===== config.mk =====
export PLATFORM = sky130hd
export DESIGN_NAME = dmem_arbiter
export DESIGN_NICKNAME = d
export VERILOG_FILES = /design/src/rtl/dmem_arbiter.sv
export SDC_FILE = /design/constraint.sdc
export NUM_CORES = 1
export LEC_CHECK = 0
export ABC_AREA = 1
export CORE_AREA = 2 2 116 118
export CTS_CLUSTER_SIZE = 14
export DETAILED_ROUTE_END_ITERATION = 8
export DIE_AREA = 0 0 118 120
export HOLD_SLACK_MARGIN = 0.02
export PLACE_DENSITY_LB_ADDON = 0.1
export SLEW_MARGIN = 10
export SYNTH_ARGS = -nofsm -noshare
export SYNTH_HDL_FRONTEND = slang
export SYNTH_SLANG_ARGS = --single-unit

===== constraint.sdc =====
create_clock -name clk -period 1.49 [get_ports clk]
set_clock_uncertainty 0.1 [all_clocks]
set_input_delay 0.298 -clock clk [delete_from_list [all_inputs] [get_ports clk]]
set_output_delay 0.298 -clock clk [all_outputs]
set_load 0.05 [all_outputs]

===== src/rtl/dmem_arbiter.sv =====
// dmem_arbiter
// Two-requester arbiter and sequencer for the SPRAM-backed 32-bit data memory.
// Port A (CPU load/store) and port B (UART debug/loader) share one SPRAM pair.
// At most one access is granted per cycle, with round-robin fairness on ties.
// The granted byte address and byte enables become an SPRAM word address and
// a nibble write mask. The response comes back on the granting port exactly
// one cycle later. Misaligned or out-of-range accesses are granted and
// acknowledged with err = 1, but they never touch the memory.
//
// Ports
//   clk, reset              clock; synchronous active-high reset
//   a_* / b_*               requester ports: req/we/addr/wdata/be in,
//                           gnt (combinational), rvalid/rdata/err out
//   mem_addr                SPRAM word address (ADDR_WIDTH bits)
//   mem_wdata               SPRAM write data ([31:16] MSW bank, [15:0] LSW bank)
//   mem_maskwren            nibble write mask ([7:4] MSW bank, [3:0] LSW bank)
//   mem_wren, mem_cs        SPRAM write enable and chip select
//   mem_rdata               SPRAM read data, one cycle after a read
module dmem_arbiter #(
   parameter int ADDR_WIDTH = 14
) (
   input  logic                  clk,
   input  logic                  reset,
   input  logic                  a_req,
   input  logic                  a_we,
   input  logic [31:0]           a_addr,
   input  logic [31:0]           a_wdata,
   input  logic [3:0]            a_be,
   output logic                  a_gnt,
   output logic                  a_rvalid,
   output logic [31:0]           a_rdata,
   output logic                  a_err,
   input  logic                  b_req,
   input  logic                  b_we,
   input  logic [31:0]           b_addr,
   input  logic [31:0]           b_wdata,
   input  logic [3:0]            b_be,
   output logic                  b_gnt,
   output logic                  b_rvalid,
   output logic [31:0]           b_rdata,
   output logic                  b_err,
   output logic [ADDR_WIDTH-1:0] mem_addr,
   output logic [31:0]           mem_wdata,
   output logic [7:0]            mem_maskwren,
   output logic                  mem_wren,
   output logic                  mem_cs,
   input  logic [31:0]           mem_rdata
);

   typedef enum logic {
      PORT_A = 1'b0,
      PORT_B = 1'b1
   } port_e;

   // Each byte enable covers two SPRAM nibbles.
   function automatic logic [7:0] expand_be(input logic [3:0] be);
      logic [7:0] mask;
      mask = 8'h00;
      for (int k = 0; k < 4; k++) begin
         mask[2*k +: 2] = {2{be[k]}};
      end
      return mask;
   endfunction

   // Misaligned, or any address bit above the SPRAM word range is set.
   function automatic logic addr_err(input logic [31:0] addr);
      return (addr[1:0] != 2'b00) || (|addr[31:ADDR_WIDTH+2]);
   endfunction

   port_e       last_q, last_d;
   logic        resp_valid_q, resp_valid_d;
   port_e       resp_port_q, resp_port_d;
   logic        resp_read_q, resp_read_d;
   logic        resp_err_q, resp_err_d;

   logic        a_win_s, b_win_s, gnt_s;
   logic        sel_we_s, sel_err_s, rdata_ok_s;
   logic [31:0] sel_addr_s, sel_wdata_s;
   logic [3:0]  sel_be_s;

   // Winner selection: lone requester wins, a tie goes to the port not granted last.
   always_comb begin
      a_win_s = 1'b0;
      b_win_s = 1'b0;
      if (reset) begin
         a_win_s = 1'b0;
         b_win_s = 1'b0;
      end else if (a_req && b_req) begin
         if (last_q == PORT_B) begin
            a_win_s = 1'b1;
         end else begin
            b_win_s = 1'b1;
         end
      end else if (a_req) begin
         a_win_s = 1'b1;
      end else if (b_req) begin
         b_win_s = 1'b1;
      end else begin
         a_win_s = 1'b0;
         b_win_s = 1'b0;
      end
   end

   assign gnt_s = a_win_s | b_win_s;
   assign a_gnt = a_win_s;
   assign b_gnt = b_win_s;

   // Route the winning port's request fields; all zero when nobody is granted.
   always_comb begin
      sel_we_s    = 1'b0;
      sel_addr_s  = 32'h0000_0000;
      sel_wdata_s = 32'h0000_0000;
      sel_be_s    = 4'h0;
      if (a_win_s) begin
         sel_we_s    = a_we;
         sel_addr_s  = a_addr;
         sel_wdata_s = a_wdata;
         sel_be_s    = a_be;
      end else if (b_win_s) begin
         sel_we_s    = b_we;
         sel_addr_s  = b_addr;
         sel_wdata_s = b_wdata;
         sel_be_s    = b_be;
      end else begin
         sel_we_s    = 1'b0;
         sel_addr_s  = 32'h0000_0000;
      end
   end

   assign sel_err_s = gnt_s & addr_err(sel_addr_s);

   // SPRAM drive: an erroring grant keeps cs/wren low so memory is untouched.
   always_comb begin
      mem_cs       = 1'b0;
      mem_wren     = 1'b0;
      mem_addr     = {ADDR_WIDTH{1'b0}};
      mem_wdata    = 32'h0000_0000;
      mem_maskwren = 8'h00;
      if (gnt_s) begin
         mem_addr  = sel_addr_s[ADDR_WIDTH+1:2];
         mem_wdata = sel_wdata_s;
         if (!sel_err_s) begin
            mem_cs = 1'b1;
            if (sel_we_s) begin
               mem_wren     = 1'b1;
               mem_maskwren = expand_be(sel_be_s);
            end else begin
               mem_wren     = 1'b0;
               mem_maskwren = 8'hFF;
            end
         end else begin
            mem_cs = 1'b0;
         end
      end else begin
         mem_addr = {ADDR_WIDTH{1'b0}};
      end
   end

   // Next state: round-robin pointer and the response captured at grant.
   always_comb begin
      last_d       = last_q;
      resp_valid_d = gnt_s;
      resp_port_d  = resp_port_q;
      resp_read_d  = 1'b0;
      resp_err_d   = 1'b0;
      if (gnt_s) begin
         if (b_win_s) begin
            last_d      = PORT_B;
            resp_port_d = PORT_B;
         end else begin
            last_d      = PORT_A;
            resp_port_d = PORT_A;
         end
         resp_read_d = ~sel_we_s;
         resp_err_d  = sel_err_s;
      end else begin
         resp_read_d = 1'b0;
         resp_err_d  = 1'b0;
      end
   end

   // State registers; reset leaves B as last so A wins the first tie.
   always_ff @(posedge clk) begin
      if (reset) begin
         last_q       <= PORT_B;
         resp_valid_q <= 1'b0;
         resp_port_q  <= PORT_A;
         resp_read_q  <= 1'b0;
         resp_err_q   <= 1'b0;
      end else begin
         last_q       <= last_d;
         resp_valid_q <= resp_valid_d;
         resp_port_q  <= resp_port_d;
         resp_read_q  <= resp_read_d;
         resp_err_q   <= resp_err_d;
      end
   end

   // Reset also masks a response that was captured just before it rose.
   assign rdata_ok_s = resp_read_q & ~resp_err_q;
   assign a_rvalid   = resp_valid_q & (resp_port_q == PORT_A) & ~reset;
   assign b_rvalid   = resp_valid_q & (resp_port_q == PORT_B) & ~reset;
   assign a_err      = a_rvalid & resp_err_q;
   assign b_err      = b_rvalid & resp_err_q;
   assign a_rdata    = (a_rvalid && rdata_ok_s) ? mem_rdata : 32'h0000_0000;
   assign b_rdata    = (b_rvalid && rdata_ok_s) ? mem_rdata : 32'h0000_0000;

endmodule


# After elaboration in Yosys (flattened, before gate mapping)
# Index checks and enable logic that the tools add are counted.
# word_totals
elab_cells	56
out_inout_bits	126
register_bits	5
input_bits	174
# op_classes
bitwise_logic	14
reduce_logical	7
n_mux	30
# op_table
op	n
$mux 32	7
$mux 8	3
$mux 1	17
$reduce_or 16->1	1
$mux 14	1
$and 1x1->1	8
$mux 4	2
$not 1->1	5
$logic_and 1x1->1	3
$reduce_bool 2->1	1
$reduce_or 2->1	1
$logic_or 1x1->1	1
$or 1x1->1	1

# Logic depth before layout (Yosys ltp)
# depth
ltp_word	11
depth_mapped	11
mapped_depth_nobuf	10

# Worst setup path before layout
# OpenSTA, ideal clock, no wires.
# synth_timing
kind	register -> output
start	register resp_port_q
end	output a_rdata[10]
setup_slack_ps	-1084
t_required_ps	1092
path_stages_with_launch	5
arrival_time_ps	2176
n_path_buf	1
cell_sequence	dfxtp_1 > nor3_2 > nand3_1 > buf_2 > nor2_1
# synth_between
elab_chain_cells	5
# synth_rtl
element	line	rtl
start, declared	72	port_e resp_port_q, resp_port_d;
start signal, assigned	193	resp_port_q <= resp_port_d;
$not 1->1	201	assign a_rvalid = resp_valid_q & (resp_port_q == PORT_A) & ~reset;
$and 1x1->1 (2 in series)	201	
via a_rvalid	30	output logic a_rvalid,
$logic_and 1x1->1	205	assign a_rdata = (a_rvalid && rdata_ok_s) ? mem_rdata : 32'h0000_0000;
$mux 32	205	
end, declared	31	output logic [31:0] a_rdata,
# The timed path passes the listed nets, and every way through them passes these cells.

# Worst setup path in the final report
# layout_timing
start	register last_q
end	output mem_maskwren[4]
# layout_between
elab_chain_cells	10
word_cells_on_any_way	20
cone_classes	mux (15); bitwise (2); reduce/logical (3)
# layout_rtl
element	line	rtl
start, declared	70	port_e last_q, last_d;
start signal, assigned	191	last_q <= last_d;
$mux 1	89	if (last_q == PORT_B) begin
$mux 1	88	end else if (a_req && b_req) begin
$mux 1	85	if (reset) begin
$mux 32	119	end else if (b_win_s) begin
$mux 32	114	if (a_win_s) begin
$reduce_or 16->1 / $reduce_bool 2->1 (equally long branches)	67	return (addr[1:0] != 2'b00) || (|addr[31:ADDR_WIDTH+2]);
$logic_or 1x1->1	67	
$and 1x1->1	130	assign sel_err_s = gnt_s & addr_err(sel_addr_s);
$mux 8	142	if (!sel_err_s) begin
$mux 8 (*)	139	if (gnt_s) begin
end, declared	44	output logic [7:0] mem_maskwren,
# Mark *: on every way between the ends. The rest lies on a longest branch, timed or not.

==> results by group <==
Outcome
  • Status: finished with violations
  • Failing checks: setup timing

Power and ir drop
  • Max IR drop VDD: 0.2200 mV
  • PwrDens: about 350 nW/um2
  • Switching pwr: between 1 and 1.5 mW
  • Pint: approximately 1.7 mW
  • Leakage: 3.424 nW
  • Comb pwr share: between 70 and 80%
  • Switching share of power: a little over two fifths
  • Sequential share of power: around 5.5%
  • Clk pwr share: around 15%

Logic synthesis
  • Mapped Area: 1494 um2
  • FF+latch count, synth: 5
  • Ys Warns: 0
  • Post-synthesis sequential area ratio: ~6.7%
  • Syn_area_per_cell: approximately 4.3 um2
  • Post-synthesis cell type count: 21
  • Cells after Synth: roughly 350
  • Syn nets: 520

Detailed routing
  • Initial DRT Pass Iterations: 4
  • Detail Route Antenna Nets: 0
  • # DRC: 0
  • Initial DRC Count: 61
  • Vias: roughly 3,500
  • Total wire length: approximately 13 mm
  • Routed length per instance: approximately 15 um
  • Via-to-Cell Ratio: 4.008

Timing
  • Worst Slack Setup Final: -0.5120 ns
  • RSZ-0062 raised after global routing: yes
  • Setup TNS: -49.46 ns
  • Endpoints failing hold: 0
  • Hold slack final: approximately 0.28 ns
  • Max Freq: around 500 MHz
  • Max-slew violations: 0
  • Period minus WS final: approximately 2 ns
  • Final period util: 134.4%
  • Slew headroom: between 80% and 90%
  • Worst Max-Slew Pin Slew: ~0.26 ns
  • # setup viols final: between 100 and 150

Floorplan
  • Die area: between 10,000 and 15,000 um2
  • Row count: 42
  • Die Wd: 118 um
  • Effective utilization at floorplan: about 12%
  • # IOs: 300
  • Chip height: around 120 um
  • CORE AREA: around 13,000 um2

Global route
  • Total track usage: 17.46%
  • Grt ovf: 0
  • Vias in the first global route: around 3,600
  • Wire length of the first global-routing pass: roughly 20 mm
  • Largest net degree at the start of global routing: 16
  • Initial antenna violation count: 0

Placed design
  • Setup WS pre-CTS: -0.7884 ns
  • Hpwl dp: 10.68 mm
  • Routability cong.: about 0.73
  • PortBufs: ~300

Worst setup path
  • CP Buf/Inv Count: 3
  • Critical Path End Type: primary output
  • Critical Path, Cell by Cell: inv_2 > nand2_4 > nand2_4 > nor2_4 > buf_8 > nand2_1 > nand2_1 > nor2_2 > nor2_4 > buf_12
  • CP max FO: 7
  • Crit path max-delay family: simple AND/OR/NAND/NOR gates
  • Worst Setup Path Type: flop to primary output
  • Slowest-stage cell, CP: dfxtp_2
  • Worst Setup Start Kind: flop
  • Worst path required time: roughly 1.1 ns
  • Crit path largest cell delay: 0.33 ns
  • Worst Path Arrival: 1.60 ns

Clock network
  • Clk_lat worst skew: ~0.23 ns
  • CTS buffer count: 3
  • Hold_buf cts: 0
  • Worst-case clock buffer depth: 2
  • Clock transition at path regs: 0.03 ns
  • Clock root cell: clkbuf_16
  • Clk sink count: 5
  • H-tree Lvls: 1
  • CTS tree: yes

Layout
  • Layout area overhead: 456.5%
  • Nets: 860
  • Diodes inserted: 0
  • Most frequent cells in the layout: 141 x buf_12, 134 x clkdlybuf4s50_1, 72 x nor2_4
  • Fill cells: ~1,100
  • Most common cell after layout, fill and taps aside: buf_12
  • Layout cells sized above 1: 56.79%

Flow run
  • Max-cap violations: 0

Worst hold path
  • Hold/Removal Path Class: input port to flop
stage by stage:
step / power, mW / cell area (um2) / std cells / utilization, %
final: 2.942 / 8314 / 861 / 64.05
after global placement: 2.352 / 7584 / 834 / 58.42
after global routing: 3.067 / 8314 / 861 / 64.05
after detailed placement: 2.375 / 7584 / 834 / 58.42
after CTS: 2.932 / 8215 / 860 / 63.29
after floorplan: 1.203 / 3017 / 346 / -
power groups by stage:
stage               clock [mW]  sequential (mW)  combinational (mW)
floorplan                    0            0.159                1.04
global placement             0            0.159                2.19
detailed placement           0            0.160                2.22
CTS                      0.449            0.160                2.32
global route             0.457            0.162                2.45
finish                   0.437            0.161                2.34
worst reg2reg max path, cell delays in order, from the launching register on:
cell and delay (ns):
dfxtp_2 0.33, inv_2 0.05, nand2_4 0.07, nand2_4 0.06, nor2_4 0.16, inv_2 0.07
nor2_2 0.12, a21oi_4 0.08, buf_4 0.14, and2_1 0.12
cell type report:
type | count | area [um2] | share of cell area (%)
clock buffer | 4 | 78.83 | 0.9481
inverter | 42 | 166.4 | 2.002
multi-input combinational | 279 | 2683 | 32.26
sequential | 5 | 106.4 | 1.279
tap | 176 | 220.2 | 2.649
timing repair buffer | 355 | 5060 | 60.86
registers in the layout, summed over array words and instances, names as in the netlist:
signal and count:
resp_err_q 1, resp_valid_q 1, last_q 1, resp_read_q 1
resp_port_q 1
path summary, 6_finish.rpt:
check	start	to	slack, ns	depth (start not counted)
setup / recovery	last_q$_SDFFE_PP1N_	mem_maskwren[4]	-0.51	10
hold reg to reg	last_q$_SDFFE_PP1N_	last_q$_SDFFE_PP1N_	0.43	2
hold / removal	a_req	last_q$_SDFFE_PP1N_	0.28	2
setup reg to reg	last_q$_SDFFE_PP1N_	resp_read_q$_SDFF_PP0_	0.09	9
synth_stat cells (all sizes together):
| cell type | instances | share of area (%) |
|---|---|---|
| o21ai | 1 | 0.33 |
| nor3 | 2 | 1.0 |
| or2 | 1 | 0.42 |
| buf | 20 | 8.2 |
| and2 | 1 | 0.42 |
| a21oi | 1 | 1.1 |
| nand2 | 168 | 43 |
| o211ai | 1 | 0.50 |
| inv | 42 | 11 |
| nand3 | 5 | 2.3 |
| nor4 | 1 | 0.42 |
| dfxtp | 5 | 6.7 |
| nor2 | 98 | 25 |
cell families after synthesis:
group	Yosys count	share of synthesized area (%)
and+or+nand+nor	276	72.61
buffers and inverters	62	18.76
DFF	5	6.700
AOI/OAI and AO/OA	3	1.926
per-layer routing:
metal	track usage (%)	wire, um	vias up
met5	0	0	-
met4	2.636	83	0
met3	4.800	1011	4
met2	37.10	7697	164
met1	16.60	4041	1604
li1	-	-	1679
what timing repair did:
item                                    CTS  global route
pin swaps                                66            52
endpoints found under the setup margin  127           127
buffers inserted                         15             9
gates resized for setup                 116            43
gates cloned                              8             1
(Power assumes the default switching activity.)
